`config.mk`:
```
export PLATFORM = sky130hd
export DESIGN_NAME = ahfp_add_mc
export DESIGN_NICKNAME = d
export VERILOG_FILES = /design/src/rtl/ahfp_add_mc.sv
export SDC_FILE = /design/constraint.sdc
export NUM_CORES = 1
export LEC_CHECK = 0
export CORE_ASPECT_RATIO = 1.25
export CORE_MARGIN = 2
export CORE_UTILIZATION = 40
export DETAILED_ROUTE_END_ITERATION = 12
export HOLD_SLACK_MARGIN = 0.03
export PLACE_DENSITY = 0.57
export SYNTH_ARGS = -nofsm -noshare
export SYNTH_HDL_FRONTEND = slang
export SYNTH_SLANG_ARGS = --single-unit
```
`constraint.sdc`:
```
create_clock -name clk -period 41.8 [get_ports clk]
set_clock_uncertainty 0.15 [all_clocks]
set_input_delay 8.36 -clock clk [delete_from_list [all_inputs] [get_ports clk]]
set_output_delay 8.36 -clock clk [all_outputs]
set_load 0.01 [all_outputs]
```
`src/rtl/ahfp_add_mc.sv`:
```
// Multi-cycle IEEE-754 single-precision adder, Nios II custom-instruction handshake.
// Round-to-nearest-even, denormals flushed to zero, overflow saturates to infinity.
module ahfp_add_mc #(
  parameter int unsigned LATENCY_CHECK = 1
) (
  input  logic        clk,
  input  logic        reset,
  input  logic        clk_en,
  input  logic        start,
  input  logic [31:0] dataa,
  input  logic [31:0] datab,
  output logic        done,
  output logic [31:0] result
);

  typedef enum logic [2:0] {StIdle, StAlign, StAddsub, StNorm, StRound} state_t;

  state_t             state_q;
  logic               sa_q, sb_q, sign_q, sub_q, spec_q, zero_q;
  logic [7:0]         ea_q, eb_q;
  logic [23:0]        ma_q, mb_q;
  logic [31:0]        spec_val_q;
  logic [26:0]        xm_q, ym_q, nm_q;
  logic [27:0]        sum_q;
  logic signed [9:0]  exp_q;

  // Operand decode
  logic        inf_a, inf_b;
  logic [23:0] ma_d, mb_d;
  logic [31:0] spec_val_d;

  always_comb begin
    inf_a = &dataa[30:23];
    inf_b = &datab[30:23];
    ma_d  = (dataa[30:23] == 8'd0) ? 24'd0 : {1'b1, dataa[22:0]};
    mb_d  = (datab[30:23] == 8'd0) ? 24'd0 : {1'b1, datab[22:0]};
    if (inf_a && inf_b && (dataa[31] != datab[31])) spec_val_d = 32'h7FC0_0000;
    else if (inf_a)                                 spec_val_d = {dataa[31], 8'hFF, 23'd0};
    else                                            spec_val_d = {datab[31], 8'hFF, 23'd0};
  end

  // Alignment: larger magnitude becomes X, Y shifted right with sticky collection
  logic        a_ge_b, sx, lost;
  logic [7:0]  ex, ey, dsh;
  logic [23:0] mx, my;
  logic [26:0] y_ext, y_shr, y_mask, y_al;

  always_comb begin
    a_ge_b = {ea_q, ma_q[22:0]} >= {eb_q, mb_q[22:0]};
    sx     = a_ge_b ? sa_q : sb_q;
    ex     = a_ge_b ? ea_q : eb_q;
    ey     = a_ge_b ? eb_q : ea_q;
    mx     = a_ge_b ? ma_q : mb_q;
    my     = a_ge_b ? mb_q : ma_q;
    dsh    = ex - ey;
    y_ext  = {my, 3'b000};
    y_shr  = y_ext >> dsh;
    y_mask = (27'd1 << dsh) - 27'd1;
    lost   = |(y_ext & y_mask);
    if (dsh >= 8'd27) y_al = {26'd0, |my};
    else              y_al = {y_shr[26:1], y_shr[0] | lost};
  end

  logic [27:0] sum_d;

  always_comb begin
    if (sub_q) sum_d = {1'b0, xm_q} - {1'b0, ym_q};
    else       sum_d = {1'b0, xm_q} + {1'b0, ym_q};
  end

  // Normalisation
  logic              lz_found;
  logic [4:0]        lzc;
  logic [26:0]       norm_m;
  logic signed [9:0] norm_e;

  always_comb begin
    lzc      = 5'd0;
    lz_found = 1'b0;
    for (int i = 26; i >= 0; i--) begin
      if (!lz_found) begin
        if (sum_q[i]) lz_found = 1'b1;
        else          lzc      = lzc + 5'd1;
      end
    end
    if (sum_q[27]) begin
      norm_m = {sum_q[27:2], sum_q[1] | sum_q[0]};
      norm_e = exp_q + 10'sd1;
    end else begin
      norm_m = sum_q[26:0] << lzc;
      norm_e = exp_q - $signed({5'd0, lzc});
    end
  end

  // Rounding and final packing
  logic              rnd_inc;
  logic [24:0]       mant_r;
  logic signed [9:0] exp_r;
  logic [22:0]       frac_r;
  logic [31:0]       result_d;

  always_comb begin
    rnd_inc = nm_q[2] & (nm_q[1] | nm_q[0] | nm_q[3]);
    mant_r  = {1'b0, nm_q[26:3]} + {24'd0, rnd_inc};
    exp_r   = mant_r[24] ? exp_q + 10'sd1 : exp_q;
    frac_r  = mant_r[24] ? 23'd0 : mant_r[22:0];
    if (spec_q)                 result_d = spec_val_q;
    else if (zero_q)            result_d = {sign_q, 31'd0};
    else if (exp_r >= 10'sd255) result_d = {sign_q, 8'hFF, 23'd0};
    else                        result_d = {sign_q, exp_r[7:0], frac_r};
  end

  always_ff @(posedge clk or posedge reset) begin
    if (reset) begin
      state_q    <= StIdle;
      done       <= 1'b0;
      result     <= 32'd0;
      sa_q       <= 1'b0;
      sb_q       <= 1'b0;
      ea_q       <= 8'd0;
      eb_q       <= 8'd0;
      ma_q       <= 24'd0;
      mb_q       <= 24'd0;
      spec_q     <= 1'b0;
      spec_val_q <= 32'd0;
      sign_q     <= 1'b0;
      sub_q      <= 1'b0;
      xm_q       <= 27'd0;
      ym_q       <= 27'd0;
      sum_q      <= 28'd0;
      exp_q      <= 10'sd0;
      nm_q       <= 27'd0;
      zero_q     <= 1'b0;
    end else if (clk_en) begin
      done <= 1'b0;
      unique case (state_q)
        StIdle: begin
          if (start) begin
            sa_q       <= dataa[31];
            sb_q       <= datab[31];
            ea_q       <= dataa[30:23];
            eb_q       <= datab[30:23];
            ma_q       <= ma_d;
            mb_q       <= mb_d;
            spec_q     <= inf_a | inf_b;
            spec_val_q <= spec_val_d;
            state_q    <= StAlign;
          end
        end
        StAlign: begin
          sign_q  <= sx;
          sub_q   <= sa_q ^ sb_q;
          xm_q    <= {mx, 3'b000};
          ym_q    <= y_al;
          exp_q   <= $signed({2'b00, ex});
          state_q <= StAddsub;
        end
        StAddsub: begin
          sum_q   <= sum_d;
          state_q <= StNorm;
        end
        StNorm: begin
          // Exact cancellation always yields +0; underflow keeps the sign
          zero_q  <= (sum_q == 28'd0) || (norm_e <= 10'sd0);
          sign_q  <= (sum_q == 28'd0) ? 1'b0 : sign_q;
          nm_q    <= norm_m;
          exp_q   <= norm_e;
          state_q <= StNorm == StNorm ? StRound : StRound;
        end
        StRound: begin
          result  <= result_d;
          done    <= 1'b1;
          state_q <= StIdle;
        end
        default: state_q <= StIdle;
      endcase
    end
  end

`ifndef SYNTHESIS
  generate
    if (LATENCY_CHECK != 0) begin : g_lat_check
      logic       busy_q;
      logic [2:0] lat_cnt_q;

      always_ff @(posedge clk or posedge reset) begin
        if (reset) begin
          busy_q    <= 1'b0;
          lat_cnt_q <= 3'd0;
        end else begin
          if (done) begin
            assert (lat_cnt_q == 3'd4)
              else $error("done after %0d enabled cycles", lat_cnt_q);
          end
          if (clk_en) begin
            if (state_q == StIdle && start) begin
              busy_q    <= 1'b1;
              lat_cnt_q <= 3'd0;
            end else if (busy_q) begin
              lat_cnt_q <= lat_cnt_q + 3'd1;
              if (state_q == StRound) busy_q <= 1'b0;
            end
          end
        end
      end
    end
  endgenerate
`endif

endmodule

```
==> reports/results.tsv <==
metric	value	unit
cts_buffers	25	
synth-seq-cells	225	
status	completed	
hold_class	reg -> reg	
clkTransAtPathRegs	0.07	ns
regArea	5630	sq um
setup_viol_count_final	0	
fin_crit	22.21	ns
viasPerCell	5.76	
ys_async_sr_fraction	1.00	
rsz0062_at_grt	no	
num-fill-cells	5036	
cts_setup_buffers	0	
drt-pass1-iter-count	5	
grt_pass1_wl	100000	um
arrival	22.54	ns
tns	0	ns
clk-insertion-delay-late	0.57	ns
area_delta_synth_final	11.6	%
wl_per_cell	19.5	um
grt_max_degree	110	
diodes	0	
slew_violations	0	
start_util	0.405	
crit_top_cell	ha_1	
required	42.13	ns
worstPathMaxFanout	37	
synth-seq-area-share	0.275	
syn-cell-area	20400	sq um
synth_ff_type	dfrtp_1	
core.rowCount	92	
root_buffer	clkbuf_16	
drc_errors	0	
dieArea	52900	sq um
grt_pass1_vias	18160	
synth_top_area_share	0.275	
cts_tree	yes	
vias	18573	
timing_hold_violations_final	0	
grt.total_usage	0.236	
io_buffer_count	100	
core-area	50400	sq um
wl	62800	um
ios	101	
clk_path_buf_depth	3	
max_stage_delay	0.64	ns
synth_edf_count	0	
worst_slew_pin_slew	0.969	ns
crit_slowest_cell	nor3_1	
fin_crit_sh	0.531	
yosys_warnings	0	
drive_above_1_share	0.0740	
overflow	0	
max_cap_viol_count	0	
syn_area_per_cell	8.01	sq um
critPathCaptureType	register	
postCtsHoldBufs	0	
antenna_found_initial	0	
cts_repair_resize_count	0	
slew-limit-headroom	0.349	
multi_input_area	13700	sq um
timing.fmax	45.0	MHz
htree_levels	1	
synth_area_leader_cell	dfrtp_1	
drtIter0Drc	1170	
start_kind	register	
gp_congestion	0.923	
synthTopCellsByArea	dfrtp_1, ha_1, mux2i_1, nand2_1, o21ai_0	
yosysUniqueCellTypes	104	
nNetsFinal	2729	
dp_hpwl	48700	um
antenna_left	0	
fp.dieH	257	um
cts.sinks	225	
die_w	206	um
syn_inst	2551	
synth_nets	2733	
critPathKind	reg -> reg	
[synth_stat cells (32+ instances only)]
master,count
dfrtp_1,225
ha_1,112
clkbuf_1,128
mux2i_1,138
inv_1,128
o21ai_0,185
xnor2_1,92
xor2_1,40
nand4_1,32
mux2_2,38
nor3_1,71
a21oi_1,170
nor2b_1,33
nor2_1,202
a22o_1,50
nand3_1,63
a31oi_1,49
a21o_1,38
nand2_1,318
[metrics by stage]
stage | instance area, sq um | setup WS (ns) | std cells | util | hold slack (ns)
after floorplan | 20400 | 21.93 | 2551 | - | 0.276
after global placement | 21900 | 20.46 | 3178 | 0.435 | 0.292
after detailed placement | 21900 | 19.76 | 3178 | 0.435 | 0.308
after CTS | 22800 | 19.70 | 3224 | 0.453 | 0.323
after global routing | 22800 | 17.79 | 3224 | 0.453 | 0.363
final | 22800 | 19.59 | 3224 | 0.453 | 0.325
[metal layers]
layer,routed length [um],GRT usage,vias to the layer above
met3,1810,0.0151,122
met1,26300,0.291,8911
met2,31600,0.418,420
met5,0,0,-
met4,3100,0.107,0
li1,-,-,9120
[critical path, delay by kind of cell, from the launching register on]
kind | cells | cell delay, ns
AND/OR/NAND/NOR | 29 | 5.13
buffers and inverters | 6 | 0.82
adder cells (fa/ha/maj) | 24 | 7.23
AO/OA/AOI/OAI | 32 | 5.40
multiplexers | 11 | 2.12
flip-flops | 1 | 0.57
XOR/XNOR | 4 | 0.68
[final timing paths]
kind / startpoint / end / slack (ns) / cells past startpoint
worst max-delay path: sum_q[20] / zero_q / 19.59 / 106
worst min-delay path: result[29] / result[29] / 0.33 / 2
worst max register to register: sum_q[20] / zero_q / 19.59 / 106
worst min register to register: result[29] / result[29] / 0.33 / 2
max in group asynchronous: reset / mb_q[12] / 31.90 / 3
min in group asynchronous: reset / ea_q[4] / 8.17 / 2
[layout make-up]
type | count | area share
sequential | 225 | 0.247
clock buffer | 34 | 0.0306
multi-input combinational | 2035 | 0.602
clock inverter | 12 | 0.00910
timing repair buffer | 128 | 0.0531
inverter | 132 | 0.0220
tap | 658 | 0.0361
[cells by family after synthesis]
logic type / Yosys count / share of synthesized area
and+or+nand+nor: 887 / 0.206
AOI/OAI and AO/OA: 693 / 0.217
buffers and inverters: 291 / 0.0557
DFF: 225 / 0.275
muxes: 183 / 0.0947
xor gates and xnor gates: 153 / 0.0782
adders and majority gates: 119 / 0.0730
[cells in the final DEF (no fill, tap or decap), types with 40 or more instances in the layout]
master           count
a21oi_1            168
a22o_1              50
a31oi_1             49
clkdlybuf4s50_1    100
dfrtp_1            224
ha_1               112
inv_1              127
mux2i_1            138
nand2_1            318
nand3_1             61
nor2_1             201
nor3_1              71
o21ai_0            185
xnor2_1             87
xor2_1              40
[registers in the layout, indices dropped and copies added, names as in the netlist]
| name | count |
|---|---|
| sa_q | 1 |
| ma_q | 24 |
| exp_q | 10 |
| ym_q | 27 |
| eb_q | 8 |
| mb_q | 24 |
| sb_q | 1 |
| result | 32 |
| ea_q | 8 |
| nm_q | 27 |
| sum_q | 28 |
| sub_q | 1 |
| spec_val_q | 3 |
| zero_q | 1 |
| xm_q | 24 |
| sign_q | 1 |
| spec_q | 1 |
| state_q | 3 |
| done | 1 |
Power is left out: the tool's default activity adds up to more than one toggle a clock period on the data nets, which glitch-free logic cannot reach.
